===== config.mk =====
export PLATFORM = sky130hd
export DESIGN_NAME = cmm_result_serializer
export DESIGN_NICKNAME = d
export VERILOG_FILES = /design/src/rtl/cmm_result_serializer.sv
export SDC_FILE = /design/constraint.sdc
export NUM_CORES = 2
export LEC_CHECK = 0
export BUFFER_PORTS_ARGS = -buffer_cell sky130_fd_sc_hd__buf_2
export CORE_AREA = 2 2 432 434
export CTS_CLUSTER_DIAMETER = 150
export CTS_CLUSTER_SIZE = 25
export DETAILED_ROUTE_END_ITERATION = 16
export DIE_AREA = 0 0 434 436
export PLACE_DENSITY_LB_ADDON = 0.15
export REMOVE_ABC_BUFFERS = 1
export SKIP_CTS_REPAIR_TIMING = 1
export SLEW_MARGIN = 0
export SYNTH_ARGS = -nofsm -noshare
export SYNTH_HDL_FRONTEND = slang
export SYNTH_SLANG_ARGS = --single-unit

===== constraint.sdc =====
create_clock -name clk -period 2.8 [get_ports clk]
set_input_delay 0.28 -clock clk [delete_from_list [all_inputs] [get_ports clk]]
set_output_delay 0.28 -clock clk [all_outputs]
set_load 0.005 [all_outputs]

===== src/rtl/cmm_result_serializer.sv =====
// Captures one 4x4 complex result matrix in a single handshake and replays it
// word-by-word on an AXI-Stream master, with optional shift and upper-triangle reduction.
module cmm_result_serializer #(
  parameter int HERMITIAN_ONLY = 0,
  parameter int OUT_SHIFT      = 0
) (
  input  logic          clk,
  input  logic          reset_n,
  input  logic          clken,
  input  logic          s_axis_dout_tvalid,
  output logic          s_axis_dout_tready,
  input  logic [1:0]    s_axis_dout_tuser,
  input  logic [1023:0] s_result_matrix,
  output logic [63:0]   m_axis_tdata,
  output logic          m_axis_tvalid,
  input  logic          m_axis_tready,
  output logic          m_axis_tlast,
  output logic [5:0]    m_axis_tuser
);

  typedef enum logic {S_IDLE, S_SEND} state_t;

  state_t        r_state, w_state_nxt;
  logic [1023:0] r_mat, w_mat_nxt;
  logic [1:0]    r_tag, w_tag_nxt;
  logic [1:0]    r_row, w_row_nxt;
  logic [1:0]    r_col, w_col_nxt;

  logic          w_cap;
  logic          w_beat;
  logic          w_last;
  logic [63:0]   w_elem;
  logic [31:0]   w_re;
  logic [31:0]   w_im;

  assign w_cap  = clken && (r_state == S_IDLE) && s_axis_dout_tvalid;
  assign w_beat = clken && (r_state == S_SEND) && m_axis_tready;
  assign w_last = (r_row == 2'd3) && (r_col == 2'd3);

  always_ff @(posedge clk or negedge reset_n) begin
    if (!reset_n) begin
      r_state <= S_IDLE;
      r_mat   <= '0;
      r_tag   <= '0;
      r_row   <= '0;
      r_col   <= '0;
    end else begin
      r_state <= w_state_nxt;
      r_mat   <= w_mat_nxt;
      r_tag   <= w_tag_nxt;
      r_row   <= w_row_nxt;
      r_col   <= w_col_nxt;
    end
  end

  always_comb begin
    w_state_nxt = r_state;
    w_mat_nxt   = r_mat;
    w_tag_nxt   = r_tag;
    w_row_nxt   = r_row;
    w_col_nxt   = r_col;
    case (r_state)
      S_IDLE: begin
        if (w_cap) begin
          w_mat_nxt   = s_result_matrix;
          w_tag_nxt   = s_axis_dout_tuser;
          w_row_nxt   = '0;
          w_col_nxt   = '0;
          w_state_nxt = S_SEND;
        end
      end
      S_SEND: begin
        if (w_beat) begin
          if (w_last) begin
            w_row_nxt   = '0;
            w_col_nxt   = '0;
            w_state_nxt = S_IDLE;
          end else if (r_col == 2'd3) begin
            // Upper-triangle mode restarts each row on the diagonal.
            w_row_nxt = r_row + 2'd1;
            w_col_nxt = (HERMITIAN_ONLY != 0) ? (r_row + 2'd1) : 2'd0;
          end else begin
            w_col_nxt = r_col + 2'd1;
          end
        end
      end
      default: w_state_nxt = S_IDLE;
    endcase
  end

  assign w_elem = r_mat[{r_row, r_col, 6'd0} +: 64];
  assign w_re   = $signed(w_elem[31:0])  >>> OUT_SHIFT;
  assign w_im   = $signed(w_elem[63:32]) >>> OUT_SHIFT;

  assign s_axis_dout_tready = (r_state == S_IDLE);
  assign m_axis_tvalid      = (r_state == S_SEND);
  assign m_axis_tdata       = m_axis_tvalid ? {w_im, w_re} : '0;
  assign m_axis_tuser       = m_axis_tvalid ? {r_tag, r_row, r_col} : '0;
  assign m_axis_tlast       = m_axis_tvalid && w_last;

endmodule

==> run metrics <==
outcome finished, violations left; violated checks negative setup slack; final routed DRC violation total 0; initial antenna violation count 60; dpl hpwl approximately 130000 µm; ys flop type dfrtp_1; post-layout util a little under two fifths; Synth cell types 34; kind of critical path reg2out; final worst setup slack -0.1444 ns; core area between 150000 and 200000 µm²; row count 158; layout cells sized above 1 between 30 and 40%; H-tree depth 2; clk slew on worst S/H paths 0.11 ns; MaxCap Viol Count 0; commonest non-fill, non-tap cell in the layout buf_2; largest net degree at the start of global routing 90; RD Place Congestion approximately 0.8; first-pass GRT wire length around 250000 µm; Nets ~6500; Synth Instances ~3200; DRT iter0 DRCs roughly 1600; Worst setup startpoint r_col[0]; first drt pass iteration count 4; CP max FO 7; Slew headroom 56.17%; Slowest cell on crit path mux4_2; GRT Resource Usage Total between 15 and 20%; crit path time final 2.944 ns; post-synth top area cell dfrtp_1; Sinks on Clock Net roughly 1000; gr ovfl total 0; via count ~36000; Crit path buffers/inverters 5; part of the Yosys area used for sequential elements a little over half; Die ar. 189200 µm²; Pwr per Cell Area between 600 and 700 nW/µm²; Final Hold Fails 0; Yosys top cell area share 54.51%; max-slew violation count 0; Layout fillers around 18000; post-DR wirelength/cell roughly 24 µm; detailed-route wire length 189500 µm; Initial Util approximately 26%; Max VDD drop about 520 µV; WP data required roughly 2.5 ns; #FFs+latches synth about 1000; num ports 1104; Max clock buf depth 3; Synth area leaders dfrtp_1, mux2_1, mux2i_1; LEAKAGE around 33 nW; Synth Warn # 0; Syn Area/Cell between 10 and 15 µm²; async set-reset flop share out of synthesis 100.0%; Die Wd between 400 and 500 µm; commonest non-fill, non-tap cells in the layout buf_2, dlygate4sd3_1, dfrtp_1; Worst Path Arrival around 2.7 ns; total CTS buffers 48; final setup vio count 54; final setup skew 0.05351 ns; CP delay by family, top buffers and inverters; Cell Area, Synth roughly 47000 µm²; Critical Path Start Type register; crit-path max cell delay 0.50 ns; Antenna Nets Post-Route 0; critical path, cell by cell buf_16 -> buf_16 -> clkbuf_16 -> mux4_2 -> o21ai_2 -> buf_4 -> nand2_2 -> buf_2; Reg2Reg Launch Point r_col[0]; Clock Latency Late Sink a little over 0.7 ns; CTS tree yes; die height about 440 µm; Slew @ Worst Pin around 0.66 ns; pre-CTS setup slack roughly 0.38 ns; Area Growth Syn to Fin 48.05%; via/cell ratio about 4.5; HP Class in2async; Fmax 0.3396 GHz; Clock Tree Root clkbuf_16; most used cell, CP buf_16; vias in the first global route 33450; fin crit share 105.2%; # port buffers between 1000 and 1500; unrepaired setup endpoints after global routing yes; number of synthesized flops with an enable pin 0; Worst setup EP type output pin
-- where the power goes --
group	leakage, nW	switching (W)	internal [W]
registers	13.2	0.00142	0.0173
logic	19.5	0.0104	0.00984
clock network	0.641	0.00529	0.00328
total	33.3	0.0171	0.0304
-- cell families after synthesis --
logic type	Yosys count	synth area share [%]
muxes	1512	35.42
DFF	1031	54.51
AOI/OAI and AO/OA	266	4.113
buffers and inverters	241	4.108
and+or+nand+nor	183	1.792
adders and majority gates	2	0.05286
-- final cells by class --
type / instances / area, µm² / share of cell area, %
diodes: 54 / 135.1 / 0.1928
clock buffers: 49 / 1226 / 1.750
clock inverters: 4 / 85.08 / 0.1214
inverters: 4 / 16.27 / 0.02321
multi-input cells: 1963 / 20010 / 28.56
flip-flops and latches: 1031 / 25810 / 36.83
well taps: 2480 / 3103 / 4.428
repair buffers: 2400 / 19690 / 28.10
-- per-stage QoR --
step / instances / cell area (µm²) / TNS, ns / power, W / hold WS, ns
global route: 7977 / 70050 / -11.46 / 0.05026 / 0.1578
global placement: 6760 / 56350 / 0 / 0.03528 / 0.3326
finish: 7985 / 70070 / -2.826 / 0.04750 / 0.2032
CTS: 6813 / 57660 / -18.87 / 0.04413 / -0.4803
detailed placement: 6760 / 56350 / 0 / 0.03538 / 0.3326
floorplan: 2998 / 45400 / - / 0.02625 / -0.01559
-- synthesized netlist by cell type, types with 2 or more instances --
cell         n
nor2b_1      2
mux2i_1    460
dfrtp_1   1031
buf_8        2
mux2_2     330
mux4_2      26
mux2_4       6
buf_4        6
buf_1       12
a22oi_1    204
o21ai_1     10
buf_6      122
nor2_1       3
inv_1        3
and2_1       5
nand3_1    102
nand2_1     66
clkbuf_1    46
buf_2       47
nand4_1      2
a221oi_1    26
o21ai_0     22
mux2_1     690
ha_1         2
-- registers in the layout, summed over array words and instances, names as in the netlist --
| register | count |
|---|---|
| m_axis_tvalid | 1 |
| r_tag | 2 |
| r_col | 2 |
| r_mat | 1024 |
| r_row | 2 |
-- routing by layer --
metal	wire (µm)	share of wire (%)	global-route usage [%]	vias to the layer above
met5	104	0.055	0	-
met4	4510	2.4	6.334	16
met3	7249	3.8	4.016	241
met2	97180	51	30.96	913
met1	80500	42	21.97	18620
li1	-	-	-	16350
-- path summary, 6_finish.rpt --
path	to	slack (ns)	cells after the start
max	m_axis_tdata[24]	-0.14	8
min	r_row[1]	0.20	2
max reg2reg	m_axis_tvalid	0.52	8
min reg2reg	r_mat[909]	0.49	1
max in group asynchronous	r_mat[992]	1.59	4
min in group clk	r_mat[616]	0.31	3
Power figures use the tool's default switching activity.
